`config.mk`:
```
export PLATFORM = sky130hd
export DESIGN_NAME = burst_len_planner
export DESIGN_NICKNAME = d
export VERILOG_FILES = /design/src/rtl/burst_planner_pkg.sv /design/src/rtl/seg_words_calc.sv /design/src/rtl/burst_len_planner.sv
export SDC_FILE = /design/constraint.sdc
export NUM_CORES = 1
export LEC_CHECK = 0
export ABC_CLOCK_PERIOD_IN_PS = 5300
export CAP_MARGIN = 20
export CORE_UTILIZATION = 55
export CTS_CLUSTER_SIZE = 20
export DETAILED_ROUTE_END_ITERATION = 8
export PLACE_DENSITY = 0.75
export SYNTH_ARGS = -nofsm -noshare
export SYNTH_HDL_FRONTEND = slang
export SYNTH_SLANG_ARGS = --single-unit
```
`constraint.sdc`:
```
create_clock -name clock -period 5.3 [get_ports clock]
set_input_delay 1.06 -clock clock [delete_from_list [all_inputs] [get_ports clock]]
set_output_delay 1.06 -clock clock [all_outputs]
set_load 0.01 [all_outputs]
```
`src/rtl/burst_planner_pkg.sv`:
```
// ---------------------------------------------------------------------------
// burst_planner_pkg
// Shared definitions for the burst_len_planner block:
//   - state_t       : planner FSM states (IDLE, MUL, DIV, ISSUE, GAP, DONE)
//   - WSIZE         : internal arithmetic width for pixel/word products
//   - MODE_LINE/ONCE: MODE parameter values (4-character strings)
//   - clog2()       : constant ceiling-log2 helper for elaboration-time sizing
// ---------------------------------------------------------------------------
package burst_planner_pkg;

  localparam int WSIZE = 48;

  typedef enum logic [2:0] {
    IDLE  = 3'd0,
    MUL   = 3'd1,
    DIV   = 3'd2,
    ISSUE = 3'd3,
    GAP   = 3'd4,
    DONE  = 3'd5
  } state_t;

  localparam logic [31:0] MODE_LINE = "LINE";
  localparam logic [31:0] MODE_ONCE = "ONCE";

  // Ceiling log2; clog2(1) = 0 so a 1-bit AXI word degenerates to no shift.
  function automatic int clog2(input longint unsigned value);
    longint unsigned v;
    int r;
    r = 0;
    v = (value > 0) ? value - 1 : 0;
    while (v > 0) begin
      r = r + 1;
      v = v >> 1;
    end
    return r;
  endfunction

endpackage

```
`src/rtl/seg_words_calc.sv`:
```
// ---------------------------------------------------------------------------
// seg_words_calc
// Converts a segment pixel count into AXI words, rounding up.
//   Stage 1 (registered on start): prod = pixels * DSIZE.
//   Stage 2 (combinational from the product register): words =
//     ceil(prod / AXI_DSIZE), done as a shift plus a carry for any remainder.
//   The caller registers 'words' in the cycle 'valid' is high.
// Ports:
//   clock, rst_n : clock and asynchronous active-low reset
//   start        : one-cycle request; pixels is sampled on this cycle
//   pixels       : segment pixel count (WSIZE bits)
//   valid        : product register holds the result of the last start
//   words        : rounded-up word count for the registered product
// ---------------------------------------------------------------------------
module seg_words_calc
  import burst_planner_pkg::*;
#(
  parameter int AXI_DSIZE = 256,
  parameter int DSIZE     = 24
) (
  input  logic             clock,
  input  logic             rst_n,
  input  logic             start,
  input  logic [WSIZE-1:0] pixels,
  output logic             valid,
  output logic [WSIZE-1:0] words
);

  localparam int               SHIFT    = clog2(AXI_DSIZE);
  localparam logic [WSIZE-1:0] DSIZE_W  = WSIZE'(DSIZE);
  // Low bits that fall below one AXI word; any of them set means a partial word.
  localparam logic [WSIZE-1:0] REM_MASK = (WSIZE'(1) << SHIFT) - WSIZE'(1);

  logic [WSIZE-1:0] prod_q, prod_d;
  logic             valid_q, valid_d;

  always_comb begin
    prod_d  = prod_q;
    valid_d = start;
    if (start) begin
      prod_d = pixels * DSIZE_W;
    end
  end

  always_ff @(posedge clock or negedge rst_n) begin
    if (!rst_n) begin
      prod_q  <= '0;
      valid_q <= 1'b0;
    end else begin
      prod_q  <= prod_d;
      valid_q <= valid_d;
    end
  end

  assign valid = valid_q;
  assign words = (prod_q >> SHIFT) + WSIZE'(|(prod_q & REM_MASK));

endmodule

```
`src/rtl/burst_len_planner.sv`:
```
// ---------------------------------------------------------------------------
// burst_len_planner
// Splits a hactive x vactive frame into AXI bursts of NOR_BURST_LEN words
// plus one shorter tail per segment (a line in "LINE" mode, the whole frame
// in "ONCE" mode). Each burst is presented with burst_valid and held until
// the consumer pulses burst_done. fsync at any time restarts the frame.
//
// Optional feature macro: BURST_PLANNER_PERF_CNT_EN
//   defined   : frame_burst_cnt counts accepted bursts (saturating, cleared
//               by fsync, held after frame_done)
//   undefined : frame_burst_cnt is tied to zero
//
// Ports:
//   clock, rst_n    : clock, asynchronous active-low reset
//   vactive,hactive : frame geometry, captured on fsync
//   fsync           : one-cycle frame start / restart
//   burst_done      : consumer accepts the presented burst
//   burst_valid     : burst descriptor presented
//   burst_len       : words in the presented burst
//   tail_status     : presented burst is shorter than NOR_BURST_LEN
//   line_last       : presented burst ends its segment
//   frame_last      : presented burst ends the frame
//   frame_done      : one-cycle pulse after the final burst is accepted
//   busy            : frame in progress
//   frame_burst_cnt : accepted bursts this frame (optional feature)
// ---------------------------------------------------------------------------
module burst_len_planner
  import burst_planner_pkg::*;
#(
  parameter int          NOR_BURST_LEN = 200,
  parameter logic [31:0] MODE          = MODE_LINE,
  parameter int          AXI_DSIZE     = 256,
  parameter int          DSIZE         = 24,
  parameter int          LSIZE         = 9
) (
  input  logic             clock,
  input  logic             rst_n,
  input  logic [15:0]      vactive,
  input  logic [15:0]      hactive,
  input  logic             fsync,
  input  logic             burst_done,
  output logic             burst_valid,
  output logic [LSIZE-1:0] burst_len,
  output logic             tail_status,
  output logic             line_last,
  output logic             frame_last,
  output logic             frame_done,
  output logic             busy,
  output logic [15:0]      frame_burst_cnt
);

  localparam bit               ONCE_MODE = (MODE == MODE_ONCE);
  localparam logic [WSIZE-1:0] NOR_W     = WSIZE'(NOR_BURST_LEN);

  state_t           state_q, state_d;
  logic [15:0]      hact_q, hact_d;
  logic [15:0]      vact_q, vact_d;
  logic [15:0]      seg_left_q, seg_left_d;
  logic [WSIZE-1:0] seg_words_q, seg_words_d;
  logic [WSIZE-1:0] rem_q, rem_d;

  logic             burst_valid_q, burst_valid_d;
  logic [LSIZE-1:0] burst_len_q, burst_len_d;
  logic             tail_q, tail_d;
  logic             line_last_q, line_last_d;
  logic             frame_last_q, frame_last_d;
  logic             frame_done_q, frame_done_d;
  logic             busy_q, busy_d;

  logic [WSIZE-1:0] pixels;
  logic             calc_valid;
  logic [WSIZE-1:0] calc_words;

  // Current burst as seen from the words still owed in this segment.
  logic [WSIZE-1:0] cur_len_w;
  logic             cur_last;
  logic             cur_frame_last;

  assign pixels = ONCE_MODE ? (WSIZE'(hact_q) * WSIZE'(vact_q)) : WSIZE'(hact_q);

  seg_words_calc #(
    .AXI_DSIZE(AXI_DSIZE),
    .DSIZE    (DSIZE)
  ) u_seg_words_calc (
    .clock (clock),
    .rst_n (rst_n),
    .start (state_q == MUL),
    .pixels(pixels),
    .valid (calc_valid),
    .words (calc_words)
  );

  assign cur_len_w      = (rem_q < NOR_W) ? rem_q : NOR_W;
  assign cur_last       = (rem_q <= NOR_W);
  assign cur_frame_last = cur_last && (seg_left_q == 16'd1);

  always_comb begin
    state_d     = state_q;
    hact_d      = hact_q;
    vact_d      = vact_q;
    seg_left_d  = seg_left_q;
    seg_words_d = seg_words_q;
    rem_d       = rem_q;

    if (fsync) begin
      // Restart wins over everything, including a same-cycle burst_done.
      hact_d  = hactive;
      vact_d  = vactive;
      state_d = MUL;
    end else begin
      case (state_q)
        IDLE: state_d = IDLE;
        MUL:  state_d = DIV;
        DIV: begin
          if (calc_valid) begin
            seg_words_d = calc_words;
            rem_d       = calc_words;
            seg_left_d  = ONCE_MODE ? 16'd1 : vact_q;
            state_d     = ((calc_words == '0) || (seg_left_d == 16'd0)) ? DONE : ISSUE;
          end
        end
        ISSUE: begin
          if (burst_done) begin
            if (cur_last) begin
              rem_d      = seg_words_q;
              seg_left_d = seg_left_q - 16'd1;
            end else begin
              rem_d = rem_q - cur_len_w;
            end
            state_d = cur_frame_last ? DONE : GAP;
          end
        end
        GAP:     state_d = ISSUE;
        DONE:    state_d = IDLE;
        default: state_d = IDLE;
      endcase
    end

    // Outputs are registered from the next-state view so they line up with
    // the state they describe and stay put while a burst waits in ISSUE.
    burst_valid_d = (state_d == ISSUE);
    burst_len_d   = '0;
    tail_d        = 1'b0;
    line_last_d   = 1'b0;
    frame_last_d  = 1'b0;
    if (burst_valid_d) begin
      burst_len_d  = LSIZE'((rem_d < NOR_W) ? rem_d : NOR_W);
      tail_d       = (rem_d < NOR_W);
      line_last_d  = (rem_d <= NOR_W);
      frame_last_d = line_last_d && (seg_left_d == 16'd1);
    end
    frame_done_d = (state_d == DONE);
    busy_d       = (state_d == MUL) || (state_d == DIV) ||
                   (state_d == ISSUE) || (state_d == GAP);
  end

  always_ff @(posedge clock or negedge rst_n) begin
    if (!rst_n) begin
      state_q       <= IDLE;
      hact_q        <= '0;
      vact_q        <= '0;
      seg_left_q    <= '0;
      seg_words_q   <= '0;
      rem_q         <= '0;
      burst_valid_q <= 1'b0;
      burst_len_q   <= '0;
      tail_q        <= 1'b0;
      line_last_q   <= 1'b0;
      frame_last_q  <= 1'b0;
      frame_done_q  <= 1'b0;
      busy_q        <= 1'b0;
    end else begin
      state_q       <= state_d;
      hact_q        <= hact_d;
      vact_q        <= vact_d;
      seg_left_q    <= seg_left_d;
      seg_words_q   <= seg_words_d;
      rem_q         <= rem_d;
      burst_valid_q <= burst_valid_d;
      burst_len_q   <= burst_len_d;
      tail_q        <= tail_d;
      line_last_q   <= line_last_d;
      frame_last_q  <= frame_last_d;
      frame_done_q  <= frame_done_d;
      busy_q        <= busy_d;
    end
  end

  assign burst_valid = burst_valid_q;
  assign burst_len   = burst_len_q;
  assign tail_status = tail_q;
  assign line_last   = line_last_q;
  assign frame_last  = frame_last_q;
  assign frame_done  = frame_done_q;
  assign busy        = busy_q;

`ifdef BURST_PLANNER_PERF_CNT_EN
  logic [15:0] burst_cnt_q, burst_cnt_d;

  always_comb begin
    burst_cnt_d = burst_cnt_q;
    if (fsync) begin
      burst_cnt_d = '0;
    end else if ((state_q == ISSUE) && burst_done && (burst_cnt_q != 16'hFFFF)) begin
      burst_cnt_d = burst_cnt_q + 16'd1;
    end
  end

  always_ff @(posedge clock or negedge rst_n) begin
    if (!rst_n) begin
      burst_cnt_q <= '0;
    end else begin
      burst_cnt_q <= burst_cnt_d;
    end
  end

  assign frame_burst_cnt = burst_cnt_q;
`else
  assign frame_burst_cnt = '0;
`endif

endmodule

```
==> run summary, run 1 <==
The power density over the cells came out at 483 nW/µm². The fraction of met2 tracks used by global routing is 0.539. The number of cells on the worst hold path is 2.

The launch point of the worst path is rem_q[35]. The register-to-register path setup slack came out at 580 ps. The max-cap violation count came out at 0.

Setup repair after global routing left no endpoint under its margin. The post-layout minimum cycle time is 4720 ps. Counting along the longest clock path gives a buffer depth of 2. The number of buffers inserted to repair setup after CTS came out at 0. For this configuration, the core starts out at a cell density of 0.562.

The area growth from synthesis to layout is 15.4%. The global routing stage identified its most utilized layer as met2. The top flip-flop cell by instance count after synthesis is sky130_fd_sc_hd__dfrtp_1. The total area inside the core boundary comes to 16600 µm². The met3 track demand over resource in global routing came out at 0.0646.

The analysis attributes to cell leakage a power of 4.62 nW. The number of iterations in the first detailed-routing pass is 5. The number of placement rows is 47. The worst voltage drop across the vdd grid is 0.271 mV.

After technology mapping, the gate count stands at 1069. The total area of sequential cells came out at 3680 µm². The flow ran to the end, and the final reports show no timing, DRC or antenna violations. The critical path startpoint category is a flop. The DRC violations left came out at 0. The number of sinks driven by the clock tree came out at 147. Buffers inserted during clock tree synthesis total 17.

Once detail routing completed, the nets flagged for antenna violations numbered 0. The required time of the critical path came out at 5610 ps. The initial antenna violation count came out at 0. Once placement completed, the tool counted placed cells totaling 1329. The flip-flop and latch count after synthesis is 147. STA classifies the critical path endpoint as a flop. TritonCTS built the clock tree. The path type of the worst setup path is reg -> reg. The setup-violating endpoint count in the final report came out at 0. The number of design-rule violations left by the first detailed-router iteration is 928. The filler cells instantiated in the layout total 1436. After synthesis, the cell types taking the most area are sky130_fd_sc_hd__dfrtp_1, sky130_fd_sc_hd__nand2_1, sky130_fd_sc_hd__mux2_2. The via count of the first global-routing pass is 8505. The fraction of final layout cells sized beyond drive strength 1 came out at 0.121. The highest net fanout along the worst path came out at 11.

The worst min-delay path startpoint is u_seg_words_calc.prod_q[3]. The routed layout has 8846 vias. The met1 layer usage reported by global route came out at 0.438. At the end of routability-driven placement, the weighted congestion stood at 0.992. The detail-routed via count per cell came out at 6.50. The count of cells resized by post-cts repair came out at 0. The die outline height came out at 132 µm. In this run the worst hold path is classified as reg -> reg. The area fraction of the dominant cell type after synthesis is 0.395. The register clock-pin slew on the reported worst setup and hold paths came out at 60 ps. The final layout contains routed wiring with a total length of 28.3 mm. The mean instance size in the synthesized netlist came out at 8.71 µm². The pin count of the biggest net entering global routing is 71.

The number of failing hold endpoints at the final stage came out at 0. The routed length per placed instance came out at 20.8 µm. The cell count of the worst reg-to-reg path is 11. The maximum operating frequency came out at 212 MHz. The proportion of synthesized flip-flops having asynchronous set or reset came out at 1.00. The worst-margin pin slew is 1040 ps.

The clock latency on the worst-skew pair is 430 ps. The most common library cell in the layout ignoring fill and taps is sky130_fd_sc_hd__dfrtp_1. The count of yosys warnings during synthesis came out at 0. The number of enable-type register cells in the synthesized netlist is 0. Hold repair after CTS inserted 0 buffers.

The overall die area is 17500 µm². The die span in x is 132 µm. The library cells used most frequently in the layout, excluding fill and tap cells, are sky130_fd_sc_hd__dfrtp_1, sky130_fd_sc_hd__nand2_1, sky130_fd_sc_hd__nor2_1, sky130_fd_sc_hd__o21ai_0, sky130_fd_sc_hd__nor3_1. The wire length of the first global-routing pass came out at 45.8 mm. In the finished design, the share of the clock period the worst path needs comes to 0.890. The cell area after synthesis came out at 9310 µm².

The setup TNS came out at 0 ps. The sum of overflow across all layers after global routing came out at 0. Of all cell types, the one taking the most synthesized area is sky130_fd_sc_hd__dfrtp_1. The boundary pin count came out at 67. The finished layout holds 1360 standard cells, fillers aside. The net count reported at finish came out at 1187. The share of the Yosys chip area taken by registers is 0.395. Headroom to the max-slew limit came out at 0.309. The maximum clock skew at final layout came out at 11.4 ps.

Clock tree synthesis selected as its root buffer the cell sky130_fd_sc_hd__clkbuf_16. In this run the number of H-tree levels came out at 4. The half-perimeter wire length after detailed placement is 20.7 mm. In this run the critical register-to-register path is launched from rem_q[35].

The arrival time of the worst setup path came out at 5030 ps. The overall fraction of global-route tracks in use came out at 0.338. The number of distinct library cells after synthesis is 84. During placement, the flow inserted port buffers numbering 50.

The footprint of the multi-input gates is 5250 µm². The final number of max-transition violations came to 0. The final antenna diode count came out at 0.
-- through the flow --
step | hold slack, ps | util | instance area (µm²) | worst slack, ps | total power, mW
after global routing | 502 | 0.648 | 10700 | 412 | 5.48
after CTS | 479 | 0.648 | 10700 | 733 | 5.13
after floorplan | 446 | - | 9380 | 1310 | 3.18
after global placement | 460 | 0.613 | 10200 | 786 | 3.88
final | 477 | 0.648 | 10700 | 581 | 5.19
after detailed placement | 464 | 0.613 | 10200 | 707 | 3.89
-- sequential cells by signal, indices dropped and copies added, names as in the netlist --
signal	cells
frame_done	1
line_last	1
seg_words_q	14
frame_last	1
seg_left_q	16
burst_valid	1
tail_status	1
state_q	3
u_seg_words_calc.valid	1
u_seg_words_calc.prod_q	18
burst_len	9
busy	1
vact_q	16
hact_q	16
rem_q	48
-- routing by layer --
layer	wire length, µm	vias to the layer above
met2	13100	458
met3	2120	104
met5	0	-
met1	11800	4206
li1	-	4078
met4	1340	0
-- kinds of logic (layout without fill, tap and decap cells) --
| family | after synthesis | count (layout) | synth area share |
|---|---|---|---|
| simple gates | 441 | 441 | 0.243 |
| compound gates | 287 | 287 | 0.208 |
| flops | 147 | 147 | 0.395 |
| buf+inv | 103 | 157 | 0.0489 |
| mux | 40 | 40 | 0.0473 |
| xor+xnor | 27 | 27 | 0.0254 |
| fa+ha+maj | 23 | 23 | 0.0317 |
| other cells | 1 | 18 | 0.000403 |
-- synth_stat cells, drive strengths merged, types with 10 or more instances --
cell / count
a211oi: 20
a21o: 21
a21oi: 48
a31oi: 17
and2: 10
and3: 10
buf: 25
clkbuf: 47
dfrtp: 147
ha: 22
inv: 30
mux2: 32
nand2: 121
nand2b: 11
nand3: 34
nand4: 17
nor2: 88
nor3: 54
nor4: 31
o21ai: 72
or3: 13
or4: 11
xnor2: 17
xor2: 10
-- where the power goes --
group	leakage, nW	internal [mW]	switching (mW)
Combinational	2.46	0.855	1.34
Sequential	1.87	1.40	0.373
Clock	0.289	0.711	0.516
-- area by class of cell --
cell class / count / share of cell area
clock buffers: 18 / 0.0409
well taps: 220 / 0.0256
repair buffers: 95 / 0.0777
inverters: 31 / 0.0108
multi-input cells: 836 / 0.489
flip-flops and latches: 147 / 0.342
clock inverters: 13 / 0.0136
-- worst paths after layout --
check	to
min in group asynchronous	rem_q[24]
hold reg to reg	u_seg_words_calc.prod_q[3]
setup / recovery	burst_len[7]
hold / removal	u_seg_words_calc.prod_q[3]
setup reg to reg	burst_len[7]
max in group asynchronous	seg_left_q[0]
-- critical path, stage by stage (launching register included) --
cell	delay, ps
sky130_fd_sc_hd__dfrtp_1	450
sky130_fd_sc_hd__or4_1	680
sky130_fd_sc_hd__nor4_2	490
sky130_fd_sc_hd__and2_1	490
sky130_fd_sc_hd__a21oi_1	370
sky130_fd_sc_hd__o311ai_0	220
sky130_fd_sc_hd__nand3_1	230
sky130_fd_sc_hd__or4b_1	580
sky130_fd_sc_hd__nor4_2	320
sky130_fd_sc_hd__nand4_1	240
sky130_fd_sc_hd__buf_4	250
sky130_fd_sc_hd__o31a_1	270
(Power assumes the default switching activity.)
==> run 2, diff against run 1 <==
--- a/config.mk
+++ b/config.mk
@@ -10,7 +10,9 @@
 export CORE_UTILIZATION = 55
 export CTS_CLUSTER_SIZE = 20
 export DETAILED_ROUTE_END_ITERATION = 8
+export HOLD_SLACK_MARGIN = 0.02
 export PLACE_DENSITY = 0.75
 export SYNTH_ARGS = -nofsm -noshare
 export SYNTH_HDL_FRONTEND = slang
 export SYNTH_SLANG_ARGS = --single-unit
+export TNS_END_PERCENT = 50
==> results of run 2 <==
The final DEF is identical to that of run 1; final timing and power are the same.
